$ cat config.mk
export PLATFORM = sky130hd
export DESIGN_NAME = cmp_rgb_led_driver
export DESIGN_NICKNAME = d
export VERILOG_FILES = /design/src/rtl/cmp_rgb_led_driver.sv
export SDC_FILE = /design/constraint.sdc
export NUM_CORES = 1
export LEC_CHECK = 0
export ABC_CLOCK_PERIOD_IN_PS = 6600
export BUFFER_PORTS_ARGS = -buffer_cell sky130_fd_sc_hd__buf_4
export CORE_ASPECT_RATIO = 1.5
export CORE_MARGIN = 2
export CORE_UTILIZATION = 59
export CTS_CLUSTER_DIAMETER = 100
export DETAILED_ROUTE_END_ITERATION = 10
export HOLD_SLACK_MARGIN = 0.1
export PLACE_DENSITY = 0.78
export SLEW_MARGIN = 20
export SYNTH_ARGS = -nofsm -noshare
export SYNTH_HDL_FRONTEND = slang
export SYNTH_SLANG_ARGS = --single-unit
$ cat constraint.sdc
create_clock -name clk -period 6.6 [get_ports clk]
set_input_delay 0.66 -clock clk [delete_from_list [all_inputs] [get_ports clk]]
set_output_delay 0.66 -clock clk [all_outputs]
set_load 0.1 [all_outputs]
$ cat src/rtl/cmp_rgb_led_driver.sv
`default_nettype none
// ============================================================================
//  Module   : cmp_rgb_led_driver
//  Purpose  : Board RGB LED driver for the 2-bit magnitude comparator flags.
//             Synchronises and debounces {r,g,b}. Flashes each newly accepted
//             pattern at full brightness, then holds it at a PWM-dimmed level.
//  Option   : CMP_LED_BLINK_EN - when defined, the dimmed pattern also blinks
//             with a period of 2**BLINK_BITS cycles (lit half first).
//  Revision : 1.0 - initial release
// ============================================================================
module cmp_rgb_led_driver #(
  parameter int PWM_BITS      = 8,
  parameter int DUTY          = 64,
  parameter int STABLE_CYCLES = 16,
  parameter int FLASH_CYCLES  = 1000,
  parameter int BLINK_BITS    = 24
) (
  input  logic       clk,
  input  logic       rst_n,
  input  logic       r_in,
  input  logic       g_in,
  input  logic       b_in,
  output logic       led_r,
  output logic       led_g,
  output logic       led_b,
  output logic [2:0] pattern,
  output logic       pattern_valid
);

  // --------------------------------------------------------------------------
  // Parameter legality
  // --------------------------------------------------------------------------
  generate
    if ((DUTY < 0) || (DUTY > (2 ** PWM_BITS) - 1)) begin : g_bad_duty
      $error("cmp_rgb_led_driver: DUTY out of range 0..2**PWM_BITS-1");
    end
    if (STABLE_CYCLES < 1) begin : g_bad_stable
      $error("cmp_rgb_led_driver: STABLE_CYCLES must be >= 1");
    end
    if (FLASH_CYCLES < 1) begin : g_bad_flash
      $error("cmp_rgb_led_driver: FLASH_CYCLES must be >= 1");
    end
    if (PWM_BITS < 1) begin : g_bad_pwm
      $error("cmp_rgb_led_driver: PWM_BITS must be >= 1");
    end
    if (BLINK_BITS < 1) begin : g_bad_blink
      $error("cmp_rgb_led_driver: BLINK_BITS must be >= 1");
    end
  endgenerate

  // --------------------------------------------------------------------------
  // Derived constants
  // --------------------------------------------------------------------------
  localparam int STAB_W  = (STABLE_CYCLES > 1) ? $clog2(STABLE_CYCLES) : 1;
  localparam int FLASH_W = (FLASH_CYCLES  > 1) ? $clog2(FLASH_CYCLES)  : 1;

  localparam logic [STAB_W-1:0]   STAB_MAX   = STAB_W'(STABLE_CYCLES - 1);
  localparam logic [FLASH_W-1:0]  FLASH_LOAD = FLASH_W'(FLASH_CYCLES - 1);
  localparam logic [PWM_BITS-1:0] DUTY_C     = PWM_BITS'(DUTY);

  localparam logic [1:0] S_IDLE  = 2'd0;
  localparam logic [1:0] S_FLASH = 2'd1;
  localparam logic [1:0] S_DIM   = 2'd2;

  // --------------------------------------------------------------------------
  // Signals
  // --------------------------------------------------------------------------
  logic [2:0]          meta_q;
  logic [2:0]          sync_q;

  logic [2:0]          cand_q,    cand_d;
  logic [STAB_W-1:0]   stab_q,    stab_d;
  logic [2:0]          pattern_q, pattern_d;
  logic                valid_q;
  logic                accept;

  logic [PWM_BITS-1:0] pwm_q,     pwm_d;
  logic                pwm_on_d;

  logic [1:0]          state_q,   state_d;
  logic [FLASH_W-1:0]  flash_q,   flash_d;

  logic [2:0]          led_q,     led_d;
  logic                blink_lit;

  // --------------------------------------------------------------------------
  // Two-flop synchroniser for the asynchronous comparator flags {r,g,b}
  // --------------------------------------------------------------------------
  always_ff @(posedge clk or negedge rst_n) begin
    if (!rst_n) begin
      meta_q <= 3'b000;
      sync_q <= 3'b000;
    end else begin
      meta_q <= {r_in, g_in, b_in};
      sync_q <= meta_q;
    end
  end

  // --------------------------------------------------------------------------
  // Debounce filter: a candidate must stay equal for STABLE_CYCLES synced
  // samples. Acceptance is decided on the next-state count so that pattern
  // and pattern_valid update together on the qualifying edge.
  // --------------------------------------------------------------------------
  always_comb begin
    cand_d = cand_q;
    stab_d = stab_q;
    if (sync_q != cand_q) begin
      cand_d = sync_q;
      stab_d = '0;
    end else if (stab_q != STAB_MAX) begin
      stab_d = stab_q + 1'b1;
    end
    accept    = (stab_d == STAB_MAX) && (cand_d != pattern_q);
    pattern_d = accept ? cand_d : pattern_q;
  end

  // Filter state, accepted pattern and its one-cycle change pulse
  always_ff @(posedge clk or negedge rst_n) begin
    if (!rst_n) begin
      cand_q    <= 3'b000;
      stab_q    <= '0;
      pattern_q <= 3'b000;
      valid_q   <= 1'b0;
    end else begin
      cand_q    <= cand_d;
      stab_q    <= stab_d;
      pattern_q <= pattern_d;
      valid_q   <= accept;
    end
  end

  // --------------------------------------------------------------------------
  // Free-running PWM counter; on-decision uses the next count so the
  // registered LED lines up with pwm_q.
  // --------------------------------------------------------------------------
  always_comb begin
    pwm_d    = pwm_q + 1'b1;
    pwm_on_d = (pwm_d < DUTY_C);
  end

  // PWM counter register
  always_ff @(posedge clk or negedge rst_n) begin
    if (!rst_n) begin
      pwm_q <= '0;
    end else begin
      pwm_q <= pwm_d;
    end
  end

  // --------------------------------------------------------------------------
  // FSM next state. A newly accepted pattern wins over flash expiry; an
  // all-zero pattern always returns to IDLE.
  // --------------------------------------------------------------------------
  always_comb begin
    state_d = state_q;
    flash_d = flash_q;
    if (accept) begin
      if (cand_d == 3'b000) begin
        state_d = S_IDLE;
      end else begin
        state_d = S_FLASH;
        flash_d = FLASH_LOAD;
      end
    end else begin
      case (state_q)
        S_IDLE:  state_d = S_IDLE;
        S_FLASH: begin
          if (flash_q == '0) begin
            state_d = S_DIM;
          end else begin
            flash_d = flash_q - 1'b1;
          end
        end
        S_DIM:   state_d = S_DIM;
        default: state_d = S_IDLE;
      endcase
    end
  end

  // FSM and flash counter registers
  always_ff @(posedge clk or negedge rst_n) begin
    if (!rst_n) begin
      state_q <= S_IDLE;
      flash_q <= '0;
    end else begin
      state_q <= state_d;
      flash_q <= flash_d;
    end
  end

  // --------------------------------------------------------------------------
  // Optional blink gate for the DIM state
  // --------------------------------------------------------------------------
`ifdef CMP_LED_BLINK_EN
  logic [BLINK_BITS-1:0] blink_q, blink_d;

  // Blink counter restarts on each entry to DIM so the LED starts lit
  always_comb begin
    if ((state_d == S_DIM) && (state_q != S_DIM)) begin
      blink_d = '0;
    end else begin
      blink_d = blink_q + 1'b1;
    end
    blink_lit = ~blink_d[BLINK_BITS-1];
  end

  // Blink counter register
  always_ff @(posedge clk or negedge rst_n) begin
    if (!rst_n) begin
      blink_q <= '0;
    end else begin
      blink_q <= blink_d;
    end
  end
`else
  // Without blinking the dimmed pattern is steady PWM
  always_comb begin
    blink_lit = 1'b1;
  end
`endif

  // --------------------------------------------------------------------------
  // LED drive decoded from next-state values
  // --------------------------------------------------------------------------
  always_comb begin
    led_d = 3'b000;
    case (state_d)
      S_FLASH: led_d = pattern_d;
      S_DIM:   led_d = pattern_d & {3{pwm_on_d & blink_lit}};
      default: led_d = 3'b000;
    endcase
  end

  // Registered LED outputs
  always_ff @(posedge clk or negedge rst_n) begin
    if (!rst_n) begin
      led_q <= 3'b000;
    end else begin
      led_q <= led_d;
    end
  end

  assign led_r         = led_q[2];
  assign led_g         = led_q[1];
  assign led_b         = led_q[0];
  assign pattern       = pattern_q;
  assign pattern_valid = valid_q;

endmodule
`default_nettype wire
# [Yosys cells after proc, flatten, opt, wreduce, memory -nomap -nowiden]
# Cells that the tools add are included.
[totals] reg_bits=40 output_inout_bits=7 wordCells=43
[op_classes] add_sub_neg=3 n_lt_le_gt_ge=1 eq_ne=10 muxes=13 bitwise_logic=1 reduce_logical=5
[op_table] operator="2-to-1 mux 10 bit" count=4
[op_table] operator="logical NOT 10 bit" count=1
[op_table] operator="subtractor 10 x 1 -> 10 bit (second input constant)" count=1
[op_table] operator="adder 8 x 1 -> 8 bit (second input constant)" count=1
[op_table] operator="< comparator 8 x 7 -> 1 bit (second input constant)" count=1
[op_table] operator="2-to-1 mux 4 bit" count=2
[op_table] operator="2-to-1 mux 3 bit" count=2
[op_table] operator="inequality test 3 bit" count=2
[op_table] operator="one-hot mux 3 bit (2 select lines)" count=1
[op_table] operator="adder 4 x 1 -> 4 bit (second input constant)" count=1
[op_table] operator="== test 2 x 1 -> 1 bit (second input constant)" count=2
[op_table] operator="== test 2 bit (second input constant)" count=2
[op_table] operator="== test 4 bit (second input constant)" count=1
[op_table] operator="2-to-1 mux 2 bit" count=2
[op_table] operator="inequality test 2 bit (second input constant)" count=2
[op_table] operator="inequality test 4 bit (second input constant)" count=1
[op_table] operator="one-hot mux 2 bit (2 select lines)" count=1
[op_table] operator="AND 3 bit" count=1
[op_table] operator="logical NOT 3 bit" count=1
[op_table] operator="AND reduction 3 bit" count=1
[op_table] operator="nonzero test 2 bit" count=1
[op_table] operator="logical AND 1 bit" count=1
[op_table] operator="2-to-1 mux 1 bit" count=1

# [Longest topological paths before layout]
# Gate-level depths: netlist of the first run.
[depth] word_depth=8 mapped_depth=11 ltp_nobuf=11

# [Least setup slack after synthesis of the first run]
# No wires, ideal clock.
[synth_path] kind="register to register" startpoint="register pattern_q[1] (netlist: pattern[1])" endpoint="register led_q[0]" arrival_ns=2.718 t_required_ns=6.527 setup_slack_ns=3.809 path_stages_with_launch=11 n_path_buf=2 synth_period_minus_slack_ns=2.791 path_cell_list="dfrtp_1 xor2_1 nor3_1 nor4_4 buf_6 buf_12 nor3_1 ha_1 nand2b_1 o32a_1 nor2b_1"
[synth_between] elab_chain_len=5
[synth_lines] element="start, declared" line_no="73" source="logic [2:0] pattern_q, pattern_d;"
[synth_lines] element="start signal, assigned" line_no="127" source="pattern_q <= pattern_d;"
[synth_lines] element="inequality test 3 bit *" line_no="113" source="accept = (stab_d == STAB_MAX) && (cand_d != pattern_q);"
[synth_lines] element="logical AND 1 bit *" line_no="113"
[synth_lines] element="net accept" line_no="75" source="logic accept;"
[synth_lines] element="2-to-1 mux 2 bit *" line_no="157" source="if (accept) begin"
[synth_lines] element="net state_d[1]" line_no="80" source="logic [1:0] state_q, state_d;"
[synth_lines] element="== test 2 bit or == test 2 x 1 -> 1 bit (tied branches)" line_no="227" source="case (state_d)"
[synth_lines] element="one-hot mux 3 bit (2 select lines) *" line_no="227"
[synth_lines] element="net led_d[0]" line_no="83" source="logic [2:0] led_q, led_d;"
[synth_lines] element="end signal, assigned" line_no="239" source="led_q <= led_d;"
[synth_lines] element="end, declared" line_no="83"
# The timed path passes the listed nets; every way through them passes the cells marked *.
# A chain may end at the register's enable or synchronous reset.

# [Worst setup path after layout of the first run]
[layout_path] startpoint="register stab_q[0]" endpoint="register led_q[2]"
[layout_between] elab_chain_len=8
[layout_lines] element="start, declared" line_no="72" source="logic [STAB_W-1:0] stab_q, stab_d;"
[layout_lines] element="start signal, assigned" line_no="126" source="stab_q <= stab_d;"
[layout_lines] element="adder 4 x 1 -> 4 bit or inequality test 4 bit (tied branches)" line_no="111, 110"
[layout_lines] element="2-to-1 mux 4 bit *" line_no="110" source="end else if (stab_q != STAB_MAX) begin"
[layout_lines] element="2-to-1 mux 4 bit *" line_no="107" source="if (sync_q != cand_q) begin"
[layout_lines] element="== test 4 bit *" line_no="113"
[layout_lines] element="logical AND 1 bit *" line_no="113"
[layout_lines] element="2-to-1 mux 2 bit or 2-to-1 mux 3 bit (tied branches)" line_no="157, 114"
[layout_lines] element="== test 2 bit, or another cell as far along" line_no="227"
[layout_lines] element="one-hot mux 3 bit (2 select lines) *" line_no="227"
[layout_lines] element="net led_d[2]" line_no="83"
# Marks and branches as above.

==> impl_metrics.env, run 1 <==
export IMPL_outcome="finished clean"
export IMPL_worst_path_buf_inv=0
export IMPL_setup_slack_ns=3.23
export IMPL_synth_fp_nets=188
export IMPL_clock_root_buffer="clkbuf_8"
export IMPL_core_sq_um=3160
export IMPL_multi_input_area_sq_um=870
export IMPL_power_density_nw_per_um2=200
export IMPL_slew_headroom_pct=37.2
export IMPL_cts_buffers=5
export IMPL_worstPathArrival_ns=3.59
export IMPL_synth_simple_area_share_pct=19.3
export IMPL_max_freq_mhz=297
export IMPL_ant_nets=0
export IMPL_end_kind="flop"
export IMPL_clock_sinks=40
export IMPL_yosysUniqueCellTypes=45
export IMPL_synth_mux_area_share_pct=2.93
export IMPL_worstMarginPinSlew_ns=0.935
export IMPL_rows=25
export IMPL_overflow=0
export IMPL_cts_resized=0
export IMPL_finalNonFillerCells=230
export IMPL_ir_drop_v=0.000161
export IMPL_synth_ff_type="dfrtp_1"
export IMPL_grt_max_degree=41
export IMPL_fin_setup_tns_ns=0
export IMPL_gp_congestion=0.810
export IMPL_synth_xor_xnor_area_share_pct=6.25
export IMPL_via_count=1313
export IMPL_crit_type="flop to flop"
export IMPL_first_iter_violations=39
export IMPL_p_switching_uw=89.6
export IMPL_finalPower_uw=428
export IMPL_first_pass_iters=4
export IMPL_ff_latch_area_sq_um=1000
export IMPL_ys_ff_latch=40
export IMPL_post_cts_setup_buffer_count=0
export IMPL_ys_warn_count=0
export IMPL_dp_slack_ns=3.26
export IMPL_synth_top_area_share_pct=51.0
export IMPL_setup_viol=0
export IMPL_clk_insertion_delay_late_ns=0.30
export IMPL_portBuffers=11
export IMPL_hold_violations=0
export IMPL_syn_area_per_cell_sq_um=11.1
export IMPL_critPathRequiredTime_ns=6.82
export IMPL_reg2reg_depth=10
export IMPL_leakage_uw=0.000943
export IMPL_synth_area_leaders="dfrtp_1 51%, ha_1 4.5%, xnor2_1 3.1%, xor2_1 3.1%, nand3_1 2.6%"
export IMPL_drive_above_1_share_pct=19.5
export IMPL_rsz0062_at_grt="no"
export IMPL_grt_use_total_pct=21.2
export IMPL_die_x_um=51.1
export IMPL_synth_common_cells="40 x dfrtp_1, 12 x nand2_1, 12 x nor2_1"
export IMPL_viasPerCell=5.71
export IMPL_r2r_slack_ns=3.23
export IMPL_combPwrFrac_pct=2.9
export IMPL_hold_path_class="input port to asynchronous set/reset pin"
export IMPL_yosysSeqAreaShare_pct=51.0
export IMPL_antennaDiodeCount=0
export IMPL_finalMaxSlewViolations=0
export IMPL_place_hpwl_um=2490
export IMPL_p_sw_share_pct=21.0
export IMPL_crit_path_cell_trace="ha_1, xnor2_1, o32a_4, nor4_4, a21oi_1, or2_1, ha_1, nand2b_1, o32a_1, nor2b_1"
export IMPL_slowest_delay_ns=0.82
export IMPL_cp_top_family="simple AND/OR/NAND/NOR gates"
export IMPL_clockBufferDepth=2
export IMPL_cap_violations=0
export IMPL_areaGrowthSynthToFinish_pct=9.18
export IMPL_holdWs_ns=0.325
export IMPL_die_h_um=74.6
export IMPL_synth_adder_area_share_pct=4.46
export IMPL_yosysMostFrequentCell="dfrtp_1"
export IMPL_synth_compound_area_share_pct=11.4
export IMPL_regToRegStartpoint="stab_q[0]$_DFF_PN0_"
export IMPL_syn_cell_area_sq_um=1960
export IMPL_grt_pass1_vias=1355
export IMPL_start_util_pct=62.1
export IMPL_cts_reportedPaths_clkPinSlew_ns=0.07
export IMPL_fillers=254
export IMPL_path_max_fanout=21
export IMPL_cts_tree="built"
export IMPL_period_needed_ns=3.37
export IMPL_start_kind="flop"
export IMPL_antenna_found_initial=0
export IMPL_cts_max_level=2
export IMPL_wl_per_cell_um=14.7
export IMPL_path_common_cell="ha_1"
export IMPL_place_inst=222
export IMPL_synthCells=176
export IMPL_cpMaxStageDelayCell="nor4_4"
export IMPL_ys_async_sr_fraction_pct=100
export IMPL_clock_power_share_pct=38.3
export IMPL_nNetsFinal=201
export IMPL_wirelength_um=3380
export IMPL_timing_final_crit_share_pct=51.0
export IMPL_yosysTopAreaCell="dfrtp_1"
export IMPL_die_area_sq_um=3810
export IMPL_cts_hold_buf=0
export IMPL_p_seq_share_pct=58.8
export IMPL_finClkSkew_ns=0.0100
export IMPL_synth_top_family_by_area="simple AND/OR/NAND/NOR gates"
export IMPL_grt_pass1_wl_um=5910
export IMPL_synth_edff_count=0
export IMPL_p_int_uw=338
export IMPL_ios=12
export IMPL_drc_errors=0
export IMPL_reg2reg_to="led_q[2]$_DFF_PN0_"
[final cells by class]
class                      instances  area share (%)
sequential                        40            46.7
clock buffer                       8            4.21
multi-input combinational        119            40.6
timing repair buffer              12            4.21
tap                               40            2.34
inverter                          11            1.93
[how the worst max path moves through the flow]
stage	start	end	slack (ns)	depth (start not counted)
floorplan	pattern[1]$_DFF_PN0_	led_q[0]$_DFF_PN0_	3.81	10
global placement	stab_q[0]$_DFF_PN0_	led_q[0]$_DFF_PN0_	3.38	10
detailed placement	stab_q[0]$_DFF_PN0_	led_q[1]$_DFF_PN0_	3.26	10
CTS	stab_q[0]$_DFF_PN0_	led_q[1]$_DFF_PN0_	3.24	10
global route	stab_q[0]$_DFF_PN0_	led_q[2]$_DFF_PN0_	2.92	10
finish	stab_q[0]$_DFF_PN0_	led_q[2]$_DFF_PN0_	3.23	10
[sequential cells by signal, indices dropped and copies added, names as in the netlist]
| name | count |
|---|---|
| pattern_valid | 1 |
| state_q | 2 |
| stab_q | 4 |
| led_q | 3 |
| pattern | 3 |
| meta_q | 3 |
| flash_q | 10 |
| cand_q | 3 |
| sync_q | 3 |
| pwm_q | 8 |
[placed cells by master (no fill, tap or decap), types with 3 or more instances in the layout]
cell type / count
nand3_1: 10
xor2_1: 7
inv_1: 11
clkbuf_8: 6
nor2b_1: 4
nor3_1: 8
o21ai_0: 3
nor2_1: 12
xnor2_1: 7
ha_1: 7
nand2b_1: 4
a21oi_1: 7
o31ai_1: 4
dfrtp_1: 40
nand2_1: 12
mux2_2: 3
buf_4: 12
[power by group through the flow]
stage          clock network (uW)  registers (uW)  logic (uW)
6_report                      164             252        12.4
5_1_grt                       177             252        14.3
4_1_cts                       168             252        13.0
3_5_place_dp                    0             256        13.0
3_3_place_gp                    0             256        12.4
2_1_floorplan                   0             256        6.02
[through the flow]
stage               util [%]  instance area [sq um]
detailed placement      65.0                   2050
global placement        65.0                   2050
floorplan                  -                   1960
CTS                     67.8                   2140
finish                  67.8                   2140
global route            67.8                   2140
[per-layer routing]
layer / track usage (%) / vias up / wire length (um)
li1: - / 638 / -
met1: 23.2 / 642 / 1320
met2: 36.2 / 24 / 1850
met3: 6.35 / 9 / 104
met4: 12.9 / 0 / 104
met5: 0 / - / 0
[cells by family after synthesis]
logic type               after synthesis
XOR/XNOR                              14
AND/OR/NAND/NOR                       66
flip-flops                            40
AO/OA/AOI/OAI                         27
multiplexers                           5
buffers and inverters                 17
adder cells (fa/ha/maj)                7
Power figures use the tool's default switching activity.
==> run 2, diff against run 1 <==
Settings changed: ABC_CLOCK_PERIOD_IN_PS 6600 to 2800, CORE_UTILIZATION 59 to 53, PLACE_DENSITY 0.78 to 0.74.
Clock period 6.6 ns to 2.8 ns, I/O delays scaled along.
==> run 2 against run 1 <==
  * Critical endpoint is now led_q[1]$_DFF_PN0_
  * Maximum frequency up 27%
  * Setup slack worse by 3.1 ns
  * Clock power up 110%
  * Cell area up 5.8%
  * Wire length up 12%
  * Clock skew down 0.0019 ns
==> impl_metrics.env, run 2 (synthesis gave the netlist of run 1 again) <==
export IMPL_crit_path_cell_trace="ha_2, inv_1, o32a_4, nor4_4, a21oi_2, or2_1, ha_4, nand2b_1, o32a_1, nor2b_1"
export IMPL_ios=12
export IMPL_largest_register="flash_q"
export IMPL_wirelength_um=3780
export IMPL_place_hpwl_um=2610
export IMPL_fin_setup_tns_ns=0
export IMPL_largestRegisters="flash_q (10), pwm_q (8), stab_q (4)"
export IMPL_nNetsFinal=213
export IMPL_clock_sinks=40
export IMPL_grt_pass1_wl_um=6040
export IMPL_cts_tree="built"
export IMPL_portBuffers=11
export IMPL_min_from="meta_q[1]$_DFF_PN0_"
export IMPL_largest_reg_flops=10
export IMPL_viasPerCell=5.64
export IMPL_cts_reportedPaths_clkPinSlew_ns=0.07
export IMPL_clock_root_buffer="clkbuf_8"
export IMPL_gp_congestion=0.731
export IMPL_setup_viol=0
export IMPL_start_kind="flop"
export IMPL_hold_violations=0
export IMPL_worstPathArrival_ns=2.86
export IMPL_max_freq_mhz=378
export IMPL_die_x_um=53.7
export IMPL_cts_max_level=2
export IMPL_cap_violations=0
export IMPL_final_cell_mix="40 x dfrtp_1, 18 x buf_4, 12 x nor2_1, 12 x nand2_1, 11 x inv_1"
export IMPL_core_sq_um=3610
export IMPL_crit_type="flop to flop"
export IMPL_first_pass_iters=4
export IMPL_slew_headroom_pct=66.4
export IMPL_antennaDiodeCount=0
export IMPL_fillers=280
export IMPL_hold_path_class="flop to flop"
export IMPL_outcome="finished clean"
export IMPL_critPathRequiredTime_ns=3.01
export IMPL_worstMarginPinSlew_ns=0.504
export IMPL_grt_max_degree=41
export IMPL_areaGrowthSynthToFinish_pct=15.6
export IMPL_ant_nets=0
export IMPL_grt_pass1_vias=1365
export IMPL_start_util_pct=54.3
export IMPL_path_max_fanout=4
export IMPL_antenna_found_initial=0
export IMPL_setup_slack_ns=0.153
export IMPL_overflow=0
export IMPL_wl_per_cell_um=15.5
export IMPL_die_area_sq_um=4210
export IMPL_regToRegStartpoint="stab_q[1]$_DFF_PN0_"
export IMPL_ir_drop_v=0.000363
export IMPL_dp_slack_ns=0.0255
export IMPL_via_count=1376
export IMPL_clockBufferDepth=2
export IMPL_rows=27
export IMPL_clk_insertion_delay_late_ns=0.29
export IMPL_timing_final_crit_share_pct=94.5
export IMPL_finalMaxSlewViolations=0
export IMPL_final_common_cell="dfrtp_1"
export IMPL_worstSetupStartpoint="stab_q[1]$_DFF_PN0_"
export IMPL_period_needed_ns=2.65
export IMPL_end_kind="flop"
export IMPL_die_h_um=78.5
export IMPL_leakage_uw=0.00100
export IMPL_finClkSkew_ns=0.00817
export IMPL_power_density_nw_per_um2=434
export IMPL_rsz0062_at_grt="no"
export IMPL_cts_buffers=5
export IMPL_grt_use_total_pct=19.8
export IMPL_cpMaxStageDelayCell="dfrtp_1"
export IMPL_worst_path_buf_inv=1
export IMPL_drc_errors=0
export IMPL_first_iter_violations=18
export IMPL_slowest_delay_ns=0.42
export IMPL_cp_top_family="compound AO/OA/AOI/OAI gates"
export IMPL_drive_above_1_share_pct=24.4
==> run 2: final cells by class <==
class	instances	area [sq um]	area share, %
Clock inverter	1	5.00	0.221
Sequential cell	40	1000	44.2
Clock buffer	6	72.6	3.20
Multi-Input combinational cell	119	902	39.8
Inverter	11	41.3	1.82
Tap cell	43	53.8	2.37
Timing Repair Buffer	24	191	8.44
==> run 2: stage by stage <==
stage / util [%] / std cells / instance area, sq um / total power (uW) / hold WS [ns]
2_1_floorplan: - / 176 / 1960 / 617 / -0.0156
3_3_place_gp: 58.1 / 231 / 2100 / 636 / 0.273
3_5_place_dp: 58.1 / 231 / 2100 / 639 / 0.284
4_1_cts: 61.4 / 242 / 2220 / 1000 / 0.360
5_1_grt: 62.7 / 244 / 2270 / 1030 / 0.363
6_report: 62.7 / 244 / 2270 / 984 / 0.355
==> run 2: per-layer routing <==
layer | track usage, % | wire length [um] | vias to the layer above
met1 | 22.1 | 1510 | 694
met4 | 8.21 | 57 | 0
li1 | - | - | 656
met5 | 0 | 0 | -
met2 | 34.4 | 2120 | 21
met3 | 4.75 | 93 | 5
==> run 2: timing repair <==
action / CTS / global route
hold buffers: 4 / 0
gates resized for setup: 0 / 6
buffers inserted: 0 / 1
endpoints found under the setup margin: 0 / 3
hold endpoints to repair: 43 / 0
==> run 2: where the power goes <==
| group | switching (uW) | total, uW | leakage (uW) | internal, uW |
|---|---|---|---|---|
| Combinational | 22.0 | 39.1 | 0.000437 | 17.1 |
| Clock | 183 | 352 | 0.0000410 | 169 |
| Sequential | 6.90 | 592 | 0.000523 | 586 |
| Total | 212 | 984 | 0.00100 | 772 |
==> run 2: final timing paths <==
path,to,slack [ns],cells past startpoint
min in group asynchronous,flash_q[5]$_DFFE_PN0P_,0.50,2
min,sync_q[1]$_DFF_PN0_,0.36,0
max reg2reg,led_q[1]$_DFF_PN0_,0.15,10
max in group asynchronous,led_q[2]$_DFF_PN0_,1.94,2
max,led_q[1]$_DFF_PN0_,0.15,10
min reg2reg,sync_q[1]$_DFF_PN0_,0.36,0
